File: src/rtl/ql_sched_pkg.sv
// Shared types and default constants for the Q-learning step scheduler.
package ql_sched_pkg;

  localparam int unsigned StateW  = 6;
  localparam int unsigned ActionW = 4;
  localparam int unsigned RewardW = 16;
  localparam int unsigned EpsW    = 16;

  localparam logic [15:0] EpsMin  = 16'h0100;

  // Policy watchdog length in cycles (QL_POLICY_TIMEOUT_EN builds only).
  localparam int unsigned WdLimit = 64;

  typedef enum logic [3:0] {
    StIdle,
    StWaitObs,
    StUpdate,
    StWaitLat,
    StPolicy,
    StWaitPol,
    StIssue,
    StEpEnd,
    StFinish
  } sched_state_e;

endpackage

File: src/rtl/ql_epsilon_sched.sv
// Epsilon register: loads on run start, decays by eps >> EPS_SHIFT per episode
// with a floor clamp. The initial load is never clamped.
module ql_epsilon_sched #(
  parameter int unsigned      EPS_W     = 16,
  parameter int unsigned      EPS_SHIFT = 4,
  parameter logic [EPS_W-1:0] EPS_MIN   = EPS_W'(16'h0100)
) (
  input  logic             clk,
  input  logic             rst_n,
  input  logic             load_i,
  input  logic             decay_i,
  input  logic [EPS_W-1:0] init_i,
  output logic [EPS_W-1:0] eps_o
);

  logic [EPS_W-1:0] eps_q, eps_d;
  logic [EPS_W-1:0] decayed;

  always_comb begin
    decayed = eps_q - (eps_q >> EPS_SHIFT);
    eps_d   = eps_q;
    if (load_i) begin
      eps_d = init_i;
    end else if (decay_i) begin
      eps_d = (decayed < EPS_MIN) ? EPS_MIN : decayed;
    end
  end

  always_ff @(posedge clk or negedge rst_n) begin
    if (!rst_n) begin
      eps_q <= '0;
    end else begin
      eps_q <= eps_d;
    end
  end

  assign eps_o = eps_q;

endmodule

File: src/rtl/ql_step_scheduler.sv
// Q-learning step sequencer: observation handshake, Q-update strobe, policy request and
// action issue. Define QL_POLICY_TIMEOUT_EN to add the sticky policy watchdog on err.
module ql_step_scheduler
  import ql_sched_pkg::*;
#(
  parameter int unsigned      STATE_W    = StateW,
  parameter int unsigned      ACTION_W   = ActionW,
  parameter int unsigned      REWARD_W   = RewardW,
  parameter int unsigned      EPS_W      = EpsW,
  parameter int unsigned      UPDATE_LAT = 3,
  parameter int unsigned      MAX_STEPS  = 255,
  parameter int unsigned      EPS_SHIFT  = 4,
  parameter logic [EPS_W-1:0] EPS_MIN    = EPS_W'(EpsMin)
) (
  input  logic                clk,
  input  logic                rst_n,
  input  logic                start,
  input  logic [15:0]         num_episodes,
  input  logic [EPS_W-1:0]    eps_init,
  input  logic                obs_valid,
  output logic                obs_ready,
  input  logic [STATE_W-1:0]  obs_state,
  input  logic [REWARD_W-1:0] obs_reward,
  input  logic                obs_terminal,
  output logic                act_valid,
  input  logic                act_ready,
  output logic [ACTION_W-1:0] act_out,
  output logic                acc_en,
  output logic [STATE_W-1:0]  acc_curr_state,
  output logic [ACTION_W-1:0] acc_curr_action,
  output logic [STATE_W-1:0]  acc_next_state,
  output logic [REWARD_W-1:0] acc_reward,
  output logic                pol_start,
  output logic [STATE_W-1:0]  pol_state,
  input  logic                pol_done,
  input  logic [ACTION_W-1:0] pol_action,
  output logic [EPS_W-1:0]    epsilon,
  output logic                busy,
  output logic                done,
  output logic [15:0]         episode_cnt,
  output logic [7:0]          step_cnt,
  output logic                err
);

  sched_state_e state_q, state_d;

  logic                obs_ready_q, act_valid_q, acc_en_q, pol_start_q, done_q, busy_q;
  logic                first_q, term_q;
  logic [STATE_W-1:0]  cur_state_q, prev_state_q;
  logic [REWARD_W-1:0] cur_reward_q;
  logic [ACTION_W-1:0] act_q, prev_action_q;
  logic [15:0]         num_ep_q, episode_cnt_q;
  logic [7:0]          step_cnt_q, lat_q;
  logic                lat_done, ep_last, max_hit;

`ifdef QL_POLICY_TIMEOUT_EN
  logic [5:0] wd_q;
  logic       err_q;
  logic       wd_expire;
  assign wd_expire = (wd_q == 6'(WdLimit - 1)) && !pol_done;
`endif

  always_comb begin
    lat_done = (32'(lat_q) + 32'd1) >= UPDATE_LAT;
    ep_last  = (episode_cnt_q + 16'd1) == num_ep_q;
    max_hit  = step_cnt_q == 8'(MAX_STEPS);
  end

  always_comb begin
    state_d = state_q;
    case (state_q)
      StIdle: begin
        if (start) state_d = (num_episodes == 16'd0) ? StFinish : StWaitObs;
      end
      StWaitObs: begin
        if (obs_valid) begin
          if (!first_q)          state_d = StUpdate;
          else if (obs_terminal) state_d = StEpEnd;
          else                   state_d = StPolicy;
        end
      end
      StUpdate:  state_d = StWaitLat;
      StWaitLat: begin
        if (lat_done) state_d = (term_q || max_hit) ? StEpEnd : StPolicy;
      end
      StPolicy:  state_d = StWaitPol;
      StWaitPol: begin
        if (pol_done) state_d = StIssue;
`ifdef QL_POLICY_TIMEOUT_EN
        else if (wd_expire) state_d = StIssue;
`endif
      end
      StIssue:   if (act_ready) state_d = StWaitObs;
      StEpEnd:   state_d = ep_last ? StFinish : StWaitObs;
      StFinish:  state_d = StIdle;
      default:   state_d = StIdle;
    endcase
  end

  // Handshake outputs are registered decodes of the next state, so they align with state_q.
  always_ff @(posedge clk or negedge rst_n) begin
    if (!rst_n) begin
      state_q       <= StIdle;
      obs_ready_q   <= 1'b0;
      act_valid_q   <= 1'b0;
      acc_en_q      <= 1'b0;
      pol_start_q   <= 1'b0;
      done_q        <= 1'b0;
      busy_q        <= 1'b0;
      first_q       <= 1'b1;
      term_q        <= 1'b0;
      cur_state_q   <= '0;
      prev_state_q  <= '0;
      cur_reward_q  <= '0;
      act_q         <= '0;
      prev_action_q <= '0;
      num_ep_q      <= '0;
      episode_cnt_q <= '0;
      step_cnt_q    <= '0;
      lat_q         <= '0;
`ifdef QL_POLICY_TIMEOUT_EN
      wd_q          <= '0;
      err_q         <= 1'b0;
`endif
    end else begin
      state_q     <= state_d;
      obs_ready_q <= state_d == StWaitObs;
      act_valid_q <= state_d == StIssue;
      acc_en_q    <= state_d == StUpdate;
      pol_start_q <= state_d == StPolicy;
      done_q      <= state_d == StFinish;
      busy_q      <= state_d != StIdle;
      case (state_q)
        StIdle: begin
          if (start) begin
            num_ep_q      <= num_episodes;
            episode_cnt_q <= '0;
            step_cnt_q    <= '0;
            first_q       <= 1'b1;
`ifdef QL_POLICY_TIMEOUT_EN
            err_q         <= 1'b0;
`endif
          end
        end
        StWaitObs: begin
          if (obs_valid) begin
            cur_state_q  <= obs_state;
            cur_reward_q <= obs_reward;
            term_q       <= obs_terminal;
          end
        end
        StUpdate:  lat_q <= '0;
        StWaitLat: lat_q <= lat_q + 8'd1;
`ifdef QL_POLICY_TIMEOUT_EN
        StPolicy:  wd_q <= '0;
        StWaitPol: begin
          wd_q <= wd_q + 6'd1;
          if (pol_done) begin
            act_q <= pol_action;
          end else if (wd_expire) begin
            act_q <= '0;
            err_q <= 1'b1;
          end
        end
`else
        StWaitPol: if (pol_done) act_q <= pol_action;
`endif
        StIssue: begin
          if (act_ready) begin
            prev_state_q  <= cur_state_q;
            prev_action_q <= act_q;
            first_q       <= 1'b0;
            if (step_cnt_q != 8'hFF) step_cnt_q <= step_cnt_q + 8'd1;
          end
        end
        StEpEnd: begin
          episode_cnt_q <= episode_cnt_q + 16'd1;
          step_cnt_q    <= '0;
          first_q       <= 1'b1;
        end
        default: ;
      endcase
    end
  end

  ql_epsilon_sched #(
    .EPS_W     (EPS_W),
    .EPS_SHIFT (EPS_SHIFT),
    .EPS_MIN   (EPS_MIN)
  ) u_eps (
    .clk     (clk),
    .rst_n   (rst_n),
    .load_i  ((state_q == StIdle) && start),
    .decay_i (state_q == StEpEnd),
    .init_i  (eps_init),
    .eps_o   (epsilon)
  );

  assign obs_ready       = obs_ready_q;
  assign act_valid       = act_valid_q;
  assign act_out         = act_q;
  assign acc_en          = acc_en_q;
  assign acc_curr_state  = prev_state_q;
  assign acc_curr_action = prev_action_q;
  assign acc_next_state  = cur_state_q;
  assign acc_reward      = cur_reward_q;
  assign pol_start       = pol_start_q;
  assign pol_state       = cur_state_q;
  assign busy            = busy_q;
  assign done            = done_q;
  assign episode_cnt     = episode_cnt_q;
  assign step_cnt        = step_cnt_q;
`ifdef QL_POLICY_TIMEOUT_EN
  assign err             = err_q;
`else
  assign err             = 1'b0;
`endif

endmodule

File: config.mk
export PLATFORM = sky130hd
export DESIGN_NAME = ql_step_scheduler
export DESIGN_NICKNAME = d
export VERILOG_FILES = /design/src/rtl/ql_sched_pkg.sv /design/src/rtl/ql_epsilon_sched.sv /design/src/rtl/ql_step_scheduler.sv
export SDC_FILE = /design/constraint.sdc
export NUM_CORES = 1
export LEC_CHECK = 0
export BUFFER_PORTS_ARGS = -buffer_cell sky130_fd_sc_hd__buf_2
export CAP_MARGIN = 0
export CORE_MARGIN = 3
export CORE_UTILIZATION = 25
export DETAILED_ROUTE_END_ITERATION = 10
export PLACE_DENSITY_LB_ADDON = 0.3
export SLEW_MARGIN = 20
export SYNTH_ARGS = -nofsm -noshare
export SYNTH_HDL_FRONTEND = slang
export SYNTH_SLANG_ARGS = --single-unit
export TNS_END_PERCENT = 100
File: constraint.sdc
create_clock -name clk -period 4.9 [get_ports clk]
set_input_delay 0.49 -clock clk [delete_from_list [all_inputs] [get_ports clk]]
set_output_delay 0.49 -clock clk [all_outputs]
set_load 0.02 [all_outputs]
Word level (Yosys, flattened, before mapping). Index checks and enable logic that the tools add are counted.

$lt $le $gt $ge: 2. Reduce and logical (&&, ||, !) cells: 16. Equality and inequality tests: 18. Mux-type cells: 24. $add $sub $neg: 5.

Operators with widths (count): 16-bit 2-to-1 mux (4); 16-bit one-hot mux with 2 select lines (1); 4-bit one-hot mux with 8 select lines (1); 4-bit 2-to-1 mux (7); 4-bit by 3-bit equality test with 1-bit output, second input constant (6); 8-bit 2-to-1 mux (3); 8-bit one-hot mux with 3 select lines (1); 16-bit by 1-bit adder with 16-bit output, second input constant (1); 8-bit by 1-bit adder with 8-bit output, second input constant (2); 16-bit equality test (1); 16-bit zero test (1); 16-bit by 9-bit < comparator with 1-bit output, second input constant (1); 8-bit one-hot mux with 2 select lines (1); 16-bit by 12-bit subtractor with 16-bit output (1); 4-bit by 2-bit equality test with 1-bit output, second input constant (3); 2-bit AND reduction (5); 8-bit by 1-bit adder with 9-bit output, second input constant (1); 9-bit by 2-bit >= comparator with 1-bit output, second input constant (1); 4-bit by 1-bit equality test with 1-bit output, second input constant (2); 8-bit equality test, second input constant (1); 8-bit != test, second input constant (1); 2-bit != test, second input constant (3); 2-bit nonzero test (3); 4-bit equality test, second input constant (1); 11 further kinds (13).

Register bits: 112. Output and inout port bits: 89. Input bits: 65. Logic and storage cells: 84.

Depth between registers and ports, before layout. Gate-level depths: netlist of run 1.

Depth after elaboration: 6. Gate-level depth with buffers: 11. Depth with buffers taken out: 10.

By module. From an unflattened synthesis of run 1, not the netlist that was laid out.

Cells, all modules: 655. Area total of the unflattened synthesis: 6512.5 sq um.

By module, submodules not included: ql_step_scheduler (area each 4923.5 sq um, cells an instance 463, times used 1, sequential area each 2403.6 sq um); ql_epsilon_sched (area each 1589.0 sq um, cells an instance 192, times used 1, sequential area each 400.4 sq um).

Worst setup path after synthesis of run 1. Ideal clock, no wire load.

Path type: register to register. From: register u_eps.eps_q[12], in the netlist u_eps.eps_o[12]. To: register u_eps.eps_q[3], in the netlist u_eps.eps_o[3]. Path slack: 2214 ps. Cell stages (with the launch flop): 11. Data arrival time: 2590 ps. Setup time: 95 ps. Buffers on the path: 2. Cell sequence: dfrtp_1 > clkbuf_1 > inv_1 > ha_1 > clkbuf_1 > a21o_1 > a31o_2 > o21a_1 > o22a_1 > a31o_2 > o31ai_1.

Word-level cells in the longest chain between the ends: 5.

RTL lines: start, declared (line ql_epsilon_sched.sv:16) `logic [EPS_W-1:0] eps_q, eps_d;`; start signal, assigned (line ql_epsilon_sched.sv:33) `eps_q <= eps_d;`; 16-bit by 12-bit subtractor with 16-bit output (line ql_epsilon_sched.sv:20) `decayed = eps_q - (eps_q >> EPS_SHIFT);`; 16-bit by 9-bit < comparator with 1-bit output (line ql_epsilon_sched.sv:25) `eps_d = (decayed < EPS_MIN) ? EPS_MIN : decayed;`; 16-bit 2-to-1 mux (line ql_epsilon_sched.sv:25); 16-bit 2-to-1 mux (line ql_epsilon_sched.sv:24) `end else if (decay_i) begin`; 16-bit 2-to-1 mux (line ql_epsilon_sched.sv:22) `if (load_i) begin`.

No other way between the ends. The select of a mux whose other input is x is not followed. A chain may end at the register's enable or synchronous reset.

Worst setup path after layout of run 1.
From: register episode_cnt_q[0], in the netlist episode_cnt[0]. To: register done_q, in the netlist done.

Word-level cells in the longest chain between the ends: 5.

RTL lines: start, declared (line ql_step_scheduler.sv:52) `logic [15:0] num_ep_q, episode_cnt_q;`; start signal, assigned (line ql_step_scheduler.sv:177) `episode_cnt_q <= episode_cnt_q + 16'd1;`; 16-bit by 1-bit adder with 16-bit output (line ql_step_scheduler.sv:65) `ep_last = (episode_cnt_q + 16'd1) == num_ep_q;`; 16-bit equality test (line ql_step_scheduler.sv:65); 4-bit 2-to-1 mux (line ql_step_scheduler.sv:94) `StEpEnd: state_d = ep_last ? StFinish : StWaitObs;`; 4-bit one-hot mux with 8 select lines (line ql_step_scheduler.sv:71) `case (state_q)`; 4-bit equality test (line ql_step_scheduler.sv:131) `done_q <= state_d == StFinish;`; end signal, assigned (line ql_step_scheduler.sv:131); end, declared (line ql_step_scheduler.sv:47) `logic obs_ready_q, act_valid_q, acc_en_q, pol_start_q, done_q, busy_q;`.

No other way between the ends.

==> results of run 1 <==
-- critical path, stage by stage, from the launching register on --
cell	delay, ps
dfrtp_1	490
ha_1	340
and4_1	470
nand3_2	150
xnor2_1	160
nor4b_2	270
nand4_1	160
a211o_1	350
o22ai_1	260
-- stage by stage --
stage          power (mW)  setup WS, ps  utilization (%)  area (um2)
2_1_floorplan        3.63          2210                -        6380
3_3_place_gp         4.39          2160             29.9        7390
3_5_place_dp         4.40          2150             29.9        7390
4_1_cts              5.21          2130             31.2        7690
5_1_grt              5.58          1880             31.2        7700
6_report             5.14          2130             31.2        7700
-- registers in the layout, indices dropped and copies added (netlist names), 4 cells and up --
name             cells
num_ep_q            16
episode_cnt         16
acc_curr_state       6
act_out              4
acc_next_state       6
step_cnt             8
acc_reward          16
u_eps.eps_o         16
lat_q                8
state_q              4
acc_curr_action      4
-- power by group --
group | switching [mW] | leakage [nW] | internal, mW | total, mW
logic | 1.61 | 2.09 | 1.12 | 2.74
registers | 0.350 | 1.41 | 1.28 | 1.63
clock network | 0.367 | 0.148 | 0.403 | 0.770
total | 2.33 | 3.65 | 2.80 | 5.14
-- cell type report --
type                            instances  area, um2  area share (%)
Clock buffer                            9        225            2.93
Multi-Input combinational cell        494       3280            42.6
Timing Repair Buffer                  158        812            10.5
Clock inverter                          7       80.1            1.04
Tap cell                              324        405            5.27
Inverter                               25       93.8            1.22
Sequential cell                       112       2800            36.4
-- per-layer routing --
| layer | part of all wire, % | vias up | wire [um] | track usage, % |
|---|---|---|---|---|
| met5 | 0 | - | 0 | 0 |
| li1 | - | 2651 | - | - |
| met3 | 4.7 | 14 | 872 | 2.83 |
| met2 | 48 | 112 | 8770 | 21.7 |
| met4 | 1.1 | 0 | 200 | 3.07 |
| met1 | 46 | 2580 | 8550 | 18.0 |
-- worst paths after layout --
| check | startpoint | endpoint | depth (start not counted) | slack [ps] |
|---|---|---|---|---|
| max | episode_cnt[0] | done | 8 | 2130 |
| min | rst_n | episode_cnt[10] | 1 | 180 |
| max reg2reg | episode_cnt[0] | done | 8 | 2130 |
| min reg2reg | first_q | first_q | 2 | 490 |
| max in group asynchronous | rst_n | first_q | 2 | 3710 |
| min in group clk | num_episodes[0] | num_ep_q[0] | 3 | 340 |
-- cell families (layout without fill, tap and decap cells) --
family | after synthesis | after routing
XOR/XNOR | 33 | 33
adder cells (fa/ha/maj) | 18 | 18
AO/OA/AOI/OAI | 157 | 157
flip-flops | 112 | 112
AND/OR/NAND/NOR | 243 | 243
multiplexers | 42 | 42
other | 1 | 1
buffers and inverters | 67 | 199
-- cells in the final DEF, fill, tap and decap left out, drive strengths merged, types with 5 or more instances in the layout --
cell type  count
nor2          40
a21oi         22
dfrtp        111
nor2b          6
and2           5
nand3         22
nand2b         6
inv           26
buf          158
o31ai         11
ha            16
o21a           9
nand4         12
nor3          13
nand2        103
a22oi         14
xor2          14
mux2          38
and3           6
o21ai         56
nor4           9
xnor2         19
clkbuf         9
==> flow_summary.ini, run 1 <==
[placement]
dpl.hpwl_um = 13300
gp_congestion = 0.829
dp.cells = 1113
io_buffers = 152

[synth]
yosys.area_share.simple_pct = 19.7
post-synth-top-count-cell = dfrtp_1
postSynthCellCount = 673
synth_top_flop_cell = dfrtp_1
yosysWarningCount = 0
syn-cell-area_mm2 = 0.00638
ys_ff_latch = 112
synth_top_family_by_area = simple AND/OR/NAND/NOR gates
ys_seq_area_share_pct = 43.9
synth.avg_cell_area_um2 = 9.48
synthAdderAreaFrac_pct = 3.61
async_flop_share_pct = 100
netlist.area_leader.share_pct = 43.5
synth_top_area_cell = dfrtp_1
synth_compound_area_share_pct = 16.1
ys_types = 73
synthTopCellsByArea = dfrtp_1, mux2_2, nand2_1
synthMuxAreaShare_pct = 7.33
synth_edf_count = 0
synthXorXnorAreaFrac_pct = 4.53
synth_nets = 755
synth_common_cells = dfrtp_1, nand2_1, o21ai_0

[cts]
clock_latency_ps = 350
holdBufCountCts = 0
cts_buffer_depth = 2
postCtsSetupBuffers = 0
path_clk_slew_ps = 80
cts_resized = 0
cts_root_buf = clkbuf_16
cts_tree = yes
clock-sinks = 112
cts_made_buffers = 9
htreeDepth = 3

[cells_and_area]
drive_gt1_share_pct = 28.9
fin_cells = 1129
nFillCells = 2666
antennaDiodeCount = 0
syn_to_final_growth_pct = 20.7
nets = 882

[worst_setup_path]
worst-setup-path-type = reg -> reg
crit_path_start_kind = flop
critPathArrivalTime_ps = 3020
endpoint_kind = flop
cp.required_ps = 5140
path_max_fanout = 7

[floorplan]
die_w_um = 166
core_area_mm2 = 0.0247
start_util_pct = 25.9
dieArea_mm2 = 0.0275
die_y_um = 166
io_pins = 154
rows = 57

[route]
via_count = 5357
drt_iter0_markers = 254
drt_pass1_iterations = 4
drt_wl_total_um = 18400
wire_per_inst_um = 16.3
avgViaCountPerCell = 4.74
drc = 0
ant_nets = 0

[outcome]
status = complete, no violations

[sta]
hold_ws_ps = 178
slew_viol_final = 0
fin_skew_ps = 8.15
relSlewSlack_pct = 51.0
max_freq_mhz = 361
fin_crit_sh_pct = 56.6
finalSetupViolations = 0
rsz0062_at_grt = false
worstMarginPinSlew_ps = 734
hold_violations = 0
fin_crit_ps = 2770
fin_tns_setup_ps = 0

[flow_run]
maxCapViolCount = 0

[grt]
grt_use_total_pct = 13.2
antenna_found_initial = 0
grt_pass1_vias = 5379
gr-total-overflow = 0
grt_max_degree = 77
grt_first_pass_wirelength_um = 29900

[worst_hold_path]
min_path_type = in -> async

[power_and_ir_drop]
vdd_drop_max_mv = 0.289
p_leak_nw = 3.65
powerDensity_mw_per_mm2 = 667
No activity file was read; power rests on OpenSTA's default activity.
==> inputs of run 2 (changes only) <==
==> constraint.sdc (replaced) <==
create_clock -name clk -period 2.54 [get_ports clk]
set_input_delay 0.254 -clock clk [delete_from_list [all_inputs] [get_ports clk]]
set_output_delay 0.254 -clock clk [all_outputs]
set_load 0.02 [all_outputs]
==> flow_summary.ini, run 2 (synthesis gave the netlist of run 1 again) <==
[sta]
fin_tns_setup_ps = 0
slew_viol_final = 0
fin_crit_sh_pct = 97.1
hold_ws_ps = 111
worst_slack_ps = 73.6
relSlewSlack_pct = 60.7
max_freq_mhz = 405
fin_crit_ps = 2470
fin_skew_ps = 13.5
hold_violations = 0
finalSetupViolations = 0
worstMarginPinSlew_ps = 584
rsz0062_at_grt = true

[grt]
grt_use_total_pct = 13.6
grt_first_pass_wirelength_um = 30300
gr-total-overflow = 0
antenna_found_initial = 0
grt_pass1_vias = 5471
grt_max_degree = 53

[flow_run]
maxCapViolCount = 0

[cts]
clock_latency_ps = 350
cts_buffer_depth = 2
cts_root_buf = clkbuf_16
clock-sinks = 112
path_clk_slew_ps = 80
cts_tree = yes
cts_made_buffers = 9
htreeDepth = 3

[placement]
gp_congestion = 0.853
io_buffers = 152
place_ws_ps = -103
dpl.hpwl_um = 13800

[floorplan]
dieArea_mm2 = 0.0275
core_area_mm2 = 0.0247
start_util_pct = 25.9
io_pins = 154
die_y_um = 166
rows = 57
die_w_um = 166

[cells_and_area]
nets = 931
final_cell_mix = buf_2, dfrtp_1, nand2_1
syn_to_final_growth_pct = 29.1
layout_commonest_cell = buf_2
nFillCells = 2633
drive_gt1_share_pct = 35.2
antennaDiodeCount = 0

[route]
drt_wl_total_um = 19000
ant_nets = 0
drt_iter0_markers = 384
wire_per_inst_um = 16.1
drt_pass1_iterations = 4
via_count = 5626
drc = 0
avgViaCountPerCell = 4.78

[worst_hold_path]
min_path_type = in -> reg

[power_and_ir_drop]
p_sw_mw = 4.93
p_leak_nw = 3.91
p_int_mw = 6.07
vdd_drop_max_mv = 0.752
swShare_pct = 44.8
powerDensity_mw_per_mm2 = 1330
p_clk_share_pct = 13.2
pwr-share-seq_pct = 27.5
p_comb_share_pct = 59.2

[worst_setup_path]
path_max_fanout = 8
worst-setup-path-type = reg -> reg
cp.required_ps = 2780
endpoint_kind = flop
crit_path_start_kind = flop
r2r_slack_ps = 70
critPathArrivalTime_ps = 2710

[outcome]
status = complete, no violations
-- run 2: layout make-up --
type                       count  area [um2]  share of cell area [%]
inverter                      25        93.8                    1.14
timing repair buffer         207        1200                    14.6
multi-input combinational    494        3430                    41.7
clock inverter                 5        45.0                   0.547
tap                          324         405                    4.92
sequential                   112        2810                    34.1
clock buffer                  11         253                    3.07
-- run 2: per-layer routing --
layer	global-route usage (%)	up-vias	wire length, um
met5	0	-	0
met4	4.01	0	364
met3	3.40	25	1000
met2	22.1	125	9100
met1	17.9	2740	8520
li1	-	2736	-
-- run 2: power by group through the flow --
stage          Clock (mW)  Combinational [mW]  Sequential (mW)
5_1_grt              1.59                7.15             3.13
2_1_floorplan           0                3.50             3.53
3_3_place_gp            0                5.91             3.03
4_1_cts              1.53                6.12             3.02
6_report             1.46                6.52             3.03
3_5_place_dp            0                5.92             3.05
-- run 2: timing repair --
item	CTS	global route
setup endpoints to repair	8	10
hold buffers	1	0
pin swaps	3	11
buffers inserted	2	8
gates resized for setup	7	23
hold endpoints to repair	37	0
cloned	0	0
-- run 2: worst paths after layout --
check,cells after the start,end,start
worst max register to register,10,u_eps.eps_o[5],u_eps.eps_o[11]
worst max-delay path,10,u_eps.eps_o[5],u_eps.eps_o[11]
min in group asynchronous,2,acc_curr_action[3],rst_n
worst min register to register,2,first_q,first_q
worst min-delay path,3,num_ep_q[0],num_episodes[0]
max in group asynchronous,3,u_eps.eps_o[11],rst_n
-- run 2: through the flow --
step / power [mW] / area (um2) / util, % / instances
final: 11.0 / 8240 / 33.4 / 1178
after CTS: 10.7 / 8060 / 32.7 / 1170
after global placement: 8.94 / 7700 / 31.2 / 1151
after detailed placement: 8.97 / 7700 / 31.2 / 1151
after floorplan: 7.03 / 6390 / - / 673
after global routing: 11.9 / 8240 / 33.4 / 1178
-- run 2: worst max-delay path, cell delays in order, from the launching register on --
cell	delay [ps]
dfrtp_2	400
inv_1	50
ha_1	300
buf_4	160
nand2_2	150
nor2_1	80
o41ai_1	360
o2111ai_2	230
nor4_4	230
a31o_4	270
o21ai_0	100
